$ cat src/rtl/cpu_ctrl_pkg.sv
// cpu_ctrl_pkg: shared constants and types for the hardwired control unit.
//   - opcode values (IR[31:27])
//   - ALU operation codes driven on aluControl
//   - step-state encoding (RESET, T0..T7, HALT)
//   - ctrl_t: one bundle holding every datapath control strobe for one step
//   - small opcode classification helpers
// Optional build macro CU_MEM_WAIT_EN is consumed by control_sequencer only.
package cpu_ctrl_pkg;

  localparam int OPC_W = 5;
  localparam int ALU_W = 5;

  localparam logic [OPC_W-1:0] OP_LD   = 5'b00000;
  localparam logic [OPC_W-1:0] OP_LDI  = 5'b00001;
  localparam logic [OPC_W-1:0] OP_ST   = 5'b00010;
  localparam logic [OPC_W-1:0] OP_ADD  = 5'b00011;
  localparam logic [OPC_W-1:0] OP_SUB  = 5'b00100;
  localparam logic [OPC_W-1:0] OP_AND  = 5'b00101;
  localparam logic [OPC_W-1:0] OP_OR   = 5'b00110;
  localparam logic [OPC_W-1:0] OP_ADDI = 5'b01100;
  localparam logic [OPC_W-1:0] OP_ANDI = 5'b01101;
  localparam logic [OPC_W-1:0] OP_ORI  = 5'b01110;
  localparam logic [OPC_W-1:0] OP_BR   = 5'b10010;
  localparam logic [OPC_W-1:0] OP_JR   = 5'b10011;
  localparam logic [OPC_W-1:0] OP_JAL  = 5'b10100;
  localparam logic [OPC_W-1:0] OP_NOP  = 5'b11010;
  localparam logic [OPC_W-1:0] OP_HALT = 5'b11011;

  // The ALU decodes the register-op opcode values directly, so the
  // ALU codes coincide with those opcodes.
  localparam logic [ALU_W-1:0] ALU_ADD = 5'b00011;
  localparam logic [ALU_W-1:0] ALU_AND = 5'b00101;
  localparam logic [ALU_W-1:0] ALU_OR  = 5'b00110;

  typedef enum logic [3:0] {
    ST_RESET = 4'd0,
    ST_T0    = 4'd1,
    ST_T1    = 4'd2,
    ST_T2    = 4'd3,
    ST_T3    = 4'd4,
    ST_T4    = 4'd5,
    ST_T5    = 4'd6,
    ST_T6    = 4'd7,
    ST_T7    = 4'd8,
    ST_HALT  = 4'd9
  } state_t;

  typedef struct packed {
    logic             pc_out;
    logic             inc_pc;
    logic             zlo_out;
    logic             zlo_in;
    logic             c_out;
    logic             mdr_out;
    logic             ram_enable;
    logic             mar_in;
    logic             pc_in;
    logic             mdr_in;
    logic             ir_in;
    logic             y_in;
    logic             r15_in;
    logic             gra;
    logic             grb;
    logic             grc;
    logic             r_in;
    logic             r_out;
    logic             ba_out;
    logic             rd;
    logic             wr;
    logic             con_in;
    logic [ALU_W-1:0] alu;
    logic             run;
    logic             illegal;
  } ctrl_t;

  function automatic logic op_is_reg_alu(input logic [OPC_W-1:0] op);
    return (op == OP_ADD) || (op == OP_SUB) || (op == OP_AND) || (op == OP_OR);
  endfunction

  function automatic logic op_is_imm_alu(input logic [OPC_W-1:0] op);
    return (op == OP_ADDI) || (op == OP_ANDI) || (op == OP_ORI);
  endfunction

  // ld, ldi and st all start by forming rb + C in Z.
  function automatic logic op_is_addr_calc(input logic [OPC_W-1:0] op);
    return (op == OP_LD) || (op == OP_LDI) || (op == OP_ST);
  endfunction

  function automatic logic op_is_legal(input logic [OPC_W-1:0] op);
    case (op)
      OP_LD, OP_LDI, OP_ST, OP_ADD, OP_SUB, OP_AND, OP_OR,
      OP_ADDI, OP_ANDI, OP_ORI, OP_BR, OP_JR, OP_JAL,
      OP_NOP, OP_HALT: return 1'b1;
      default:         return 1'b0;
    endcase
  endfunction

  // Immediate ops reuse the ALU operation of their register counterpart.
  function automatic logic [ALU_W-1:0] imm_alu_code(input logic [OPC_W-1:0] op);
    case (op)
      OP_ANDI: return ALU_AND;
      OP_ORI:  return ALU_OR;
      default: return ALU_ADD;
    endcase
  endfunction

endpackage

$ cat src/rtl/cu_step_decode.sv
// cu_step_decode: purely combinational map from (step state, opcode, con)
// to the full control word for that step. Any strobe not set for a step is 0.
// Ports:
//   state_i   current step state
//   opcode_i  IR[31:27]
//   con_i     CON flip-flop output, only consulted in T6 of br
//   cw_o      control word (strobes, aluControl, run, illegal)
module cu_step_decode
  import cpu_ctrl_pkg::*;
(
  input  state_t           state_i,
  input  logic [OPC_W-1:0] opcode_i,
  input  logic             con_i,
  output ctrl_t            cw_o
);

  logic is_reg_alu;
  logic is_imm_alu;
  logic is_addr_calc;
  logic is_legal;

  assign is_reg_alu   = op_is_reg_alu(opcode_i);
  assign is_imm_alu   = op_is_imm_alu(opcode_i);
  assign is_addr_calc = op_is_addr_calc(opcode_i);
  assign is_legal     = op_is_legal(opcode_i);

  always_comb begin
    cw_o = '0;
    case (state_i)
      ST_T0: begin
        cw_o.run    = 1'b1;
        cw_o.pc_out = 1'b1;
        cw_o.mar_in = 1'b1;
        cw_o.inc_pc = 1'b1;
      end
      ST_T1: begin
        cw_o.run        = 1'b1;
        cw_o.rd         = 1'b1;
        cw_o.ram_enable = 1'b1;
        cw_o.mdr_in     = 1'b1;
      end
      ST_T2: begin
        cw_o.run     = 1'b1;
        cw_o.mdr_out = 1'b1;
        cw_o.ir_in   = 1'b1;
      end
      ST_T3: begin
        cw_o.run = 1'b1;
        if (opcode_i == OP_JAL) begin
          cw_o.r15_in = 1'b1;
          cw_o.pc_out = 1'b1;
        end else if (opcode_i == OP_JR) begin
          cw_o.gra   = 1'b1;
          cw_o.r_out = 1'b1;
          cw_o.pc_in = 1'b1;
        end else if (is_reg_alu || is_imm_alu) begin
          cw_o.grb   = 1'b1;
          cw_o.r_out = 1'b1;
          cw_o.y_in  = 1'b1;
        end else if (is_addr_calc) begin
          // BAout drives 0 onto the bus when rb is r0.
          cw_o.grb    = 1'b1;
          cw_o.ba_out = 1'b1;
          cw_o.y_in   = 1'b1;
        end else if (opcode_i == OP_BR) begin
          cw_o.gra    = 1'b1;
          cw_o.r_out  = 1'b1;
          cw_o.con_in = 1'b1;
        end else if (!is_legal) begin
          cw_o.illegal = 1'b1;
        end
      end
      ST_T4: begin
        cw_o.run = 1'b1;
        if (opcode_i == OP_JAL) begin
          cw_o.gra   = 1'b1;
          cw_o.r_out = 1'b1;
          cw_o.pc_in = 1'b1;
        end else if (is_reg_alu) begin
          cw_o.grc    = 1'b1;
          cw_o.r_out  = 1'b1;
          cw_o.zlo_in = 1'b1;
          cw_o.alu    = opcode_i;
        end else if (is_imm_alu) begin
          cw_o.c_out  = 1'b1;
          cw_o.zlo_in = 1'b1;
          cw_o.alu    = imm_alu_code(opcode_i);
        end else if (is_addr_calc) begin
          cw_o.c_out  = 1'b1;
          cw_o.zlo_in = 1'b1;
          cw_o.alu    = ALU_ADD;
        end else if (opcode_i == OP_BR) begin
          cw_o.pc_out = 1'b1;
          cw_o.y_in   = 1'b1;
        end
      end
      ST_T5: begin
        cw_o.run = 1'b1;
        if (is_reg_alu || is_imm_alu || opcode_i == OP_LDI) begin
          cw_o.zlo_out = 1'b1;
          cw_o.gra     = 1'b1;
          cw_o.r_in    = 1'b1;
        end else if (opcode_i == OP_LD || opcode_i == OP_ST) begin
          cw_o.zlo_out = 1'b1;
          cw_o.mar_in  = 1'b1;
        end else if (opcode_i == OP_BR) begin
          cw_o.c_out  = 1'b1;
          cw_o.zlo_in = 1'b1;
          cw_o.alu    = ALU_ADD;
        end
      end
      ST_T6: begin
        cw_o.run = 1'b1;
        if (opcode_i == OP_LD) begin
          cw_o.rd         = 1'b1;
          cw_o.ram_enable = 1'b1;
          cw_o.mdr_in     = 1'b1;
        end else if (opcode_i == OP_ST) begin
          // read stays low so MDR loads from the bus, not memory.
          cw_o.gra    = 1'b1;
          cw_o.r_out  = 1'b1;
          cw_o.mdr_in = 1'b1;
        end else if (opcode_i == OP_BR && con_i) begin
          cw_o.zlo_out = 1'b1;
          cw_o.pc_in   = 1'b1;
        end
      end
      ST_T7: begin
        cw_o.run = 1'b1;
        if (opcode_i == OP_LD) begin
          cw_o.mdr_out = 1'b1;
          cw_o.gra     = 1'b1;
          cw_o.r_in    = 1'b1;
        end else if (opcode_i == OP_ST) begin
          cw_o.wr         = 1'b1;
          cw_o.ram_enable = 1'b1;
        end
      end
      default: cw_o = '0;
    endcase
  end

endmodule

$ cat src/rtl/control_sequencer.sv
// control_sequencer: hardwired Moore control unit for the RISC datapath.
// Runs fetch (T0-T2), decodes IR[31:27] and steps through the execute
// states (T3-T7) before returning to T0. Outputs are decoded from the state
// register and ir by cu_step_decode.
// Build option: CU_MEM_WAIT_EN -- when defined, fetch T1, ld T6 and st T7
// stall until mem_ready=1; otherwise every step is one cycle and mem_ready
// is ignored.
// Ports:
//   clock, clear      rising-edge clock, synchronous active-high reset
//   ir, con           instruction register, CON flip-flop output
//   mem_ready         memory handshake (CU_MEM_WAIT_EN builds only)
//   PCout..conin      datapath strobes / load enables / select controls
//   aluControl        ALU operation code
//   run               high in T0-T7
//   illegal           one-cycle pulse in T3 for an undefined opcode
module control_sequencer
  import cpu_ctrl_pkg::*;
(
  input  logic             clock,
  input  logic             clear,
  input  logic [31:0]      ir,
  input  logic             con,
  input  logic             mem_ready,
  output logic             PCout,
  output logic             IncPC,
  output logic             ZLOout,
  output logic             ZLOin,
  output logic             Cout,
  output logic             MDRout,
  output logic             RAMenable,
  output logic             MARin,
  output logic             PCin,
  output logic             MDRin,
  output logic             IRin,
  output logic             Yin,
  output logic             R15in,
  output logic             Gra,
  output logic             Grb,
  output logic             Grc,
  output logic             Rin,
  output logic             Rout,
  output logic             BAout,
  output logic             read,
  output logic             write,
  output logic             conin,
  output logic [ALU_W-1:0] aluControl,
  output logic             run,
  output logic             illegal
);

  state_t           state_q;
  state_t           state_d;
  logic [OPC_W-1:0] opcode;
  logic             mem_ok;
  ctrl_t            cw;

  assign opcode = ir[31:27];

  // Only the opcode field steers sequencing; register fields go to the datapath.
  logic [26:0] unused_ir_fields;
  assign unused_ir_fields = ir[26:0];

`ifdef CU_MEM_WAIT_EN
  assign mem_ok = mem_ready;
`else
  assign mem_ok = 1'b1;
  logic unused_mem_ready;
  assign unused_mem_ready = mem_ready;
`endif

  always_ff @(posedge clock) begin
    if (clear) state_q <= ST_RESET;
    else       state_q <= state_d;
  end

  always_comb begin
    state_d = state_q;
    case (state_q)
      ST_RESET: state_d = ST_T0;
      ST_T0:    state_d = ST_T1;
      ST_T1:    state_d = mem_ok ? ST_T2 : ST_T1;
      ST_T2:    state_d = ST_T3;
      ST_T3: begin
        if (opcode == OP_HALT)
          state_d = ST_HALT;
        else if (opcode == OP_JR || opcode == OP_NOP || !op_is_legal(opcode))
          state_d = ST_T0;
        else
          state_d = ST_T4;
      end
      ST_T4:    state_d = (opcode == OP_JAL) ? ST_T0 : ST_T5;
      ST_T5: begin
        if (opcode == OP_LD || opcode == OP_ST || opcode == OP_BR)
          state_d = ST_T6;
        else
          state_d = ST_T0;
      end
      ST_T6: begin
        if (opcode == OP_LD)
          state_d = mem_ok ? ST_T7 : ST_T6;
        else if (opcode == OP_ST)
          state_d = ST_T7;
        else
          state_d = ST_T0;
      end
      ST_T7: begin
        if (opcode == OP_ST)
          state_d = mem_ok ? ST_T0 : ST_T7;
        else
          state_d = ST_T0;
      end
      ST_HALT:  state_d = ST_HALT;
      // Unused encodings recover through RESET.
      default:  state_d = ST_RESET;
    endcase
  end

  cu_step_decode u_step_decode (
    .state_i  (state_q),
    .opcode_i (opcode),
    .con_i    (con),
    .cw_o     (cw)
  );

  always_comb begin
    PCout      = cw.pc_out;
    IncPC      = cw.inc_pc;
    ZLOout     = cw.zlo_out;
    ZLOin      = cw.zlo_in;
    Cout       = cw.c_out;
    MDRout     = cw.mdr_out;
    RAMenable  = cw.ram_enable;
    MARin      = cw.mar_in;
    PCin       = cw.pc_in;
    MDRin      = cw.mdr_in;
    IRin       = cw.ir_in;
    Yin        = cw.y_in;
    R15in      = cw.r15_in;
    Gra        = cw.gra;
    Grb        = cw.grb;
    Grc        = cw.grc;
    Rin        = cw.r_in;
    Rout       = cw.r_out;
    BAout      = cw.ba_out;
    read       = cw.rd;
    write      = cw.wr;
    conin      = cw.con_in;
    aluControl = cw.alu;
    run        = cw.run;
    illegal    = cw.illegal;
  end

endmodule

$ cat config.mk
export PLATFORM = sky130hd
export DESIGN_NAME = control_sequencer
export DESIGN_NICKNAME = d
export VERILOG_FILES = /design/src/rtl/cpu_ctrl_pkg.sv /design/src/rtl/cu_step_decode.sv /design/src/rtl/control_sequencer.sv
export SDC_FILE = /design/constraint.sdc
export NUM_CORES = 1
export LEC_CHECK = 0
export CORE_MARGIN = 1.5
export CORE_UTILIZATION = 37
export DETAILED_ROUTE_END_ITERATION = 16
export PLACE_DENSITY = 0.84
export SYNTH_ARGS = -nofsm -noshare
export SYNTH_HDL_FRONTEND = slang
export SYNTH_SLANG_ARGS = --single-unit
$ cat constraint.sdc
create_clock -name clock -period 3.3 [get_ports clock]
set_input_delay 0.99 -clock clock [delete_from_list [all_inputs] [get_ports clock]]
set_output_delay 0.99 -clock clock [all_outputs]
set_load 0.05 [all_outputs]
==> results of run 1 <==
how the worst max path moves through the flow:
stage                   to   start  cells after the start  slack, ns
floorplan           MDRout  ir[29]                      4      -0.31
global placement      Rout  ir[31]                      7      -0.33
detailed placement  ZLOout  ir[30]                      7      -0.47
CTS                    Gra  ir[28]                      7     -0.005
global route        MDRout  ir[31]                      7      -0.12
finish                read  ir[30]                      7      -0.11
Yosys cell counts, drive strengths merged, types with 2 or more instances:
cell / number
or2: 3
xnor2: 2
and2: 4
nand3: 8
o31ai: 4
inv: 4
nor2b: 7
nand4: 4
o21a: 2
o41ai: 2
dfxtp: 4
a32oi: 2
a21oi: 7
o22a: 3
a31oi: 4
o211a: 2
nor2: 12
nor4: 4
o21ai: 9
nand2b: 3
nand2: 4
nor3: 6
buf: 15
power breakdown:
part / switching, mW / leakage [nW] / internal [mW]
combinational: 0.158 / 0.842 / 0.116
sequential: 0.0112 / 0.0331 / 0.0514
clock: 0.0287 / 0.0138 / 0.0412
kinds of logic after synthesis:
logic type                synth area share [%]
other                                   0.4233
AOI/OAI and AO/OA                        33.05
DFF                                      9.040
and+or+nand+nor                          41.38
buffers and inverters                    14.12
xor gates and xnor gates                 1.978
cell type report:
class,instances,area [sq um],share of cell area (%)
timing repair buffer,88,1050,49.32
multi-input combinational,104,924.6,43.45
sequential,4,81.33,3.821
tap,28,35.03,1.646
clock buffer,3,22.52,1.058
inverter,4,15.01,0.7055
worst min-delay path: stages, from the launching register on:
cell and delay, ns:
dfxtp_1 0.41, nand3_1 0.23, a31oi_1 0.11
metal layers:
metal	wire length, um	vias up	track usage [%]
met4	860	0	31.58
met2	2926	258	71.10
met5	0	-	0
li1	-	622	-
met1	2243	763	53.82
met3	1154	116	18.97
per-stage QoR:
stage,setup slack (ns),cell area (sq um),power (mW),setup TNS [ns],hold WS [ns]
floorplan,-0.3050,978.4,0.1753,-0.7958,0.6222
global placement,-0.3350,1792,0.2528,-5.867,0.6283
detailed placement,-0.4686,1792,0.2632,-7.919,0.6690
CTS,-0.004541,1986,0.3558,-0.004541,0.6788
global route,-0.1194,2128,0.4088,-0.7320,0.8437
finish,-0.1086,2128,0.4068,-0.5711,0.8161
timing repair:
action                                  CTS  global route
cloned                                    0             0
pin swaps                                12            10
endpoints found under the setup margin   24            23
setup buffers                             7             6
resized for setup                        48            29
hold endpoints to repair                  0             0
==> results.cfg, run 1 <==
[clocking]
cts_root_buf = clkbuf_4
clk_pin_slew_worst_paths_ns = 0.04
cts_buffers = 3
cts-htree-levels = 1
hold_buffers = 0
cts_tree = built
cts.sinks = 4
clk_latency_ns = 0.26
clockBufferDepth = 2

[route]
drtAntennaViolNets = 0
firstDrtPassIters = 7
routed_wl_um = 7186
wl_per_cell_um = 31.11
drc = 0
first_iter_violations = 209
vias_per_cell = 7.615
vias = 1759

[placement]
gp_congestion = 0.9624
portBuffers = 34
dp_hpwl_um = 3328
placed_cells = 215

[finish]
largest_reg_flops = 4
antennaDiodeCount = 0
fin_util_pct = 95.29
fillers = 60
fin_cells = 231
top_register = state_q
final_common_cell = buf_4
reg_top3 = state_q x4
nets = 241
syn_to_final_growth_pct = 140.3
drive_above_1_share_pct = 64.53
final_cell_mix = 46 x buf_4, 24 x buf_12, 8 x nor2_1

[synth]
synth-seq-cells = 4
ys.flop_type = dfxtp_1
synth_top_cell_by_area = dfxtp_1
postSynthAreaPerCell_sq_um = 6.975
yosysSeqAreaShare_pct = 9.040
ys_top_cells_by_area = dfxtp_1 9.0%, nor2_1 5.1%, buf_4 4.2%
synth_cell_types = 47
async_flop_share_pct = 0
yosysWarnings = 0
syn_inst = 127
synth_edf_count = 0
netlist.area_leader.share_pct = 9.040
syn_area_sq_um = 885.9

[global_route]
grt_start_max_net_pins = 16
grt_first_pass_wirelength_um = 8990
grt_use_total_pct = 47.06
grt_overflow = 0
antenna_found_initial = 0
grt_pass1_vias = 1589

[timing]
max_clock_freq_mhz = 293.4
rsz0062_at_grt = yes
worst_slew_pin_slew_ns = 0.6412
hold_violations = 0
min_period_over_period_pct = 103.3
setup_viol_count_final = 18
setup_ws_ns = -0.1086
slew_viol_final = 0
period_needed_ns = 3.409
fin_worst_skew_ns = 0.005894
timing.slew.headroom_pct = 56.92

[critical_path]
crit_fanout = 4
r2r_end = state_q[1]
worstPathRequired_ns = 2.31
slowest_delay_ns = 0.37
crit_family = simple AND/OR/NAND/NOR gates
cp_cell_sequence = buf_8 > buf_6 > nor4_4 > nand3_2 > o21ai_2 > nor2b_2 > buf_12
start_kind = input port
path_class = input port to output port
r2r_setup_slack_ns = 1.20
worst-r2r-cell-count = 6
cp-end-kind = output port
crit_arrival_ns = 2.42
slowest_stage = nor4_4
crit_buf_inv = 3
rr_startpoint = state_q[0]

[status]
status = finished with violations
violations = negative setup slack

[floorplanning]
die_w_um = 51.93
die_area_sq_mm = 0.002697
rows = 17
core-area_sq_mm = 0.002233
start_util_pct = 39.66
die_h_um = 51.93
io_pins = 65

[power_and_ir_drop]
irDropWorstVdd_uv = 293.5
p_leak_nw = 0.8887
powerDensity_mw_per_mm2 = 191.1

[job]
max_cap_violations = 0

[hold_path]
min_from = state_q[0]
hold_depth = 2
hold_path_end = state_q[2]
hold_path_class = flip-flop to flip-flop
Note: power is estimated with default switching activity, not from simulation.
==> run 2, diff against run 1 <==
- CORE_UTILIZATION: 37 -> 30
- PLACE_DENSITY: 0.84 -> 0.7
==> run 2 against run 1 <==
The flow now finishes without violations. Cell count is 1.3% lower. Clock skew is 0.0053 ns lower. Global-route usage is 25 points lower. Clock-buffer cell count stayed put. Via count is 26% lower. Highest routed layer unchanged.
==> results.cfg, run 2 (synthesis gave the netlist of run 1 again) <==
[critical_path]
worst-r2r-cell-count = 3
path_class = input port to output port
r2r_setup_slack_ns = 1.65
worstPathRequired_ns = 2.31
cp-startpoint = ir[30]
crit_arrival_ns = 2.27
start_kind = input port
rr_startpoint = state_q[1]
cp-end-kind = output port
crit_fanout = 5
r2r_end = state_q[2]

[global_route]
grt_start_max_net_pins = 16
grt_overflow = 0
grt_pass1_vias = 1260
antenna_found_initial = 0
grt_use_total_pct = 22.29
grt_first_pass_wirelength_um = 5809

[clocking]
cts-htree-levels = 1
cts_buffers = 3
clk_pin_slew_worst_paths_ns = 0.04
clk_latency_ns = 0.24
cts_root_buf = clkbuf_4
clockBufferDepth = 2
hold_buffers = 0
cts.sinks = 4
cts_tree = built

[finish]
register_area_sq_um = 80.08
fin_util_pct = 71.08
reg_top3 = state_q x4
drive_above_1_share_pct = 60.41
nets = 235
top_register = state_q
fillers = 209
fin_area_sq_mm = 0.001977
final_cell_mix = 42 x buf_4, 24 x buf_12, 8 x nor2_1, 8 x buf_6
antennaDiodeCount = 0
multi_input_area_sq_um = 869.6
final_common_cell = buf_4
syn_to_final_growth_pct = 123.2
largest_reg_flops = 4

[timing]
max_clock_freq_mhz = 306.5
fin_worst_skew_ns = 0.0006035
hold_violations = 0
worst_slew_pin_slew_ns = 0.6499
timing.slew.headroom_pct = 56.61
min_period_over_period_pct = 98.86
setup_ws_ns = 0.03754
slew_viol_final = 0
tns_ns = 0
period_needed_ns = 3.262
setup_viol_count_final = 0

[status]
status = completed

[placement]
pre_cts_slack_ns = -0.4188
gp_congestion = 0.8956
portBuffers = 34
dp_hpwl_um = 2552
place_area_sq_mm = 0.001788

[floorplanning]
io_pins = 65
die_h_um = 57.34
start_util_pct = 31.85
die_w_um = 57.34
core-area_sq_mm = 0.002781
rows = 19
die_area_sq_mm = 0.003288

[job]
max_cap_violations = 0

[route]
firstDrtPassIters = 4
vias = 1301
drtAntennaViolNets = 0
drc = 0
vias_per_cell = 5.706
first_iter_violations = 50
routed_wl_um = 3803
wl_per_cell_um = 16.68

[power_and_ir_drop]
irDropWorstVdd_uv = 278.0
powerDensity_mw_per_mm2 = 176.1
fin_total_pwr_mw = 0.3481
p_leak_nw = 0.8157

[hold_path]
hold_path_class = flip-flop to flip-flop
hold_path_end = state_q[2]
hold_depth = 2
min_from = state_q[0]
==> run 2: cell type report <==
type	instances	share of cell area (%)
clock buffers	3	1.139
repair buffers	82	48.10
inverters	4	0.7595
flip-flops and latches	4	4.051
well taps	31	1.962
multi-input cells	104	43.99
==> run 2: worst max-delay path, stage by stage <==
cell and delay, ns:
buf_2 0.13, buf_6 0.13, nor4_4 0.33, nand3_2 0.15, o21ai_2 0.18, a31o_1 0.21, buf_12 0.15
==> run 2: per-stage QoR <==
step / hold slack, ns / instances
3_5_place_dp: 0.6572 / 217
2_1_floorplan: 0.6222 / 128
3_3_place_gp: 0.6467 / 217
4_1_cts: 0.6614 / 223
5_1_grt: 0.7545 / 228
6_report: 0.7170 / 228
==> run 2: metal layers <==
metal	global-route usage [%]	share of wire (%)	vias up	routed length, um
met3	4.762	6.3	10	240
met5	0	0	-	0
li1	-	-	612	-
met1	26.97	40	616	1510
met4	7.973	2.2	0	82
met2	38.64	52	63	1970
==> run 2: how the worst max path moves through the flow <==
stage / slack, ns / depth (start not counted) / endpoint
floorplan: -0.31 / 4 / MDRout
global placement: -0.39 / 7 / Rout
detailed placement: -0.42 / 7 / PCin
CTS: -0.006 / 7 / Rout
global route: -0.03 / 7 / RAMenable
finish: 0.04 / 7 / RAMenable
==> run 2: timing repair <==
item | in CTS | in global routing
resized for setup | 34 | 15
buffers inserted | 3 | 5
pin swaps | 13 | 9
endpoints found under the setup margin | 24 | 15
==> run 2: report_power, final <==
group          internal, mW  total (mW)  switching, mW
combinational         0.103       0.224          0.121
clock                0.0408      0.0624         0.0216
sequential           0.0512      0.0615         0.0103
total                 0.195       0.348          0.153
==> run 3, diff against run 2 <==
- CAP_MARGIN: unset -> 20
==> results of run 3 <==
The final DEF is identical to that of run 2; final timing and power are the same.
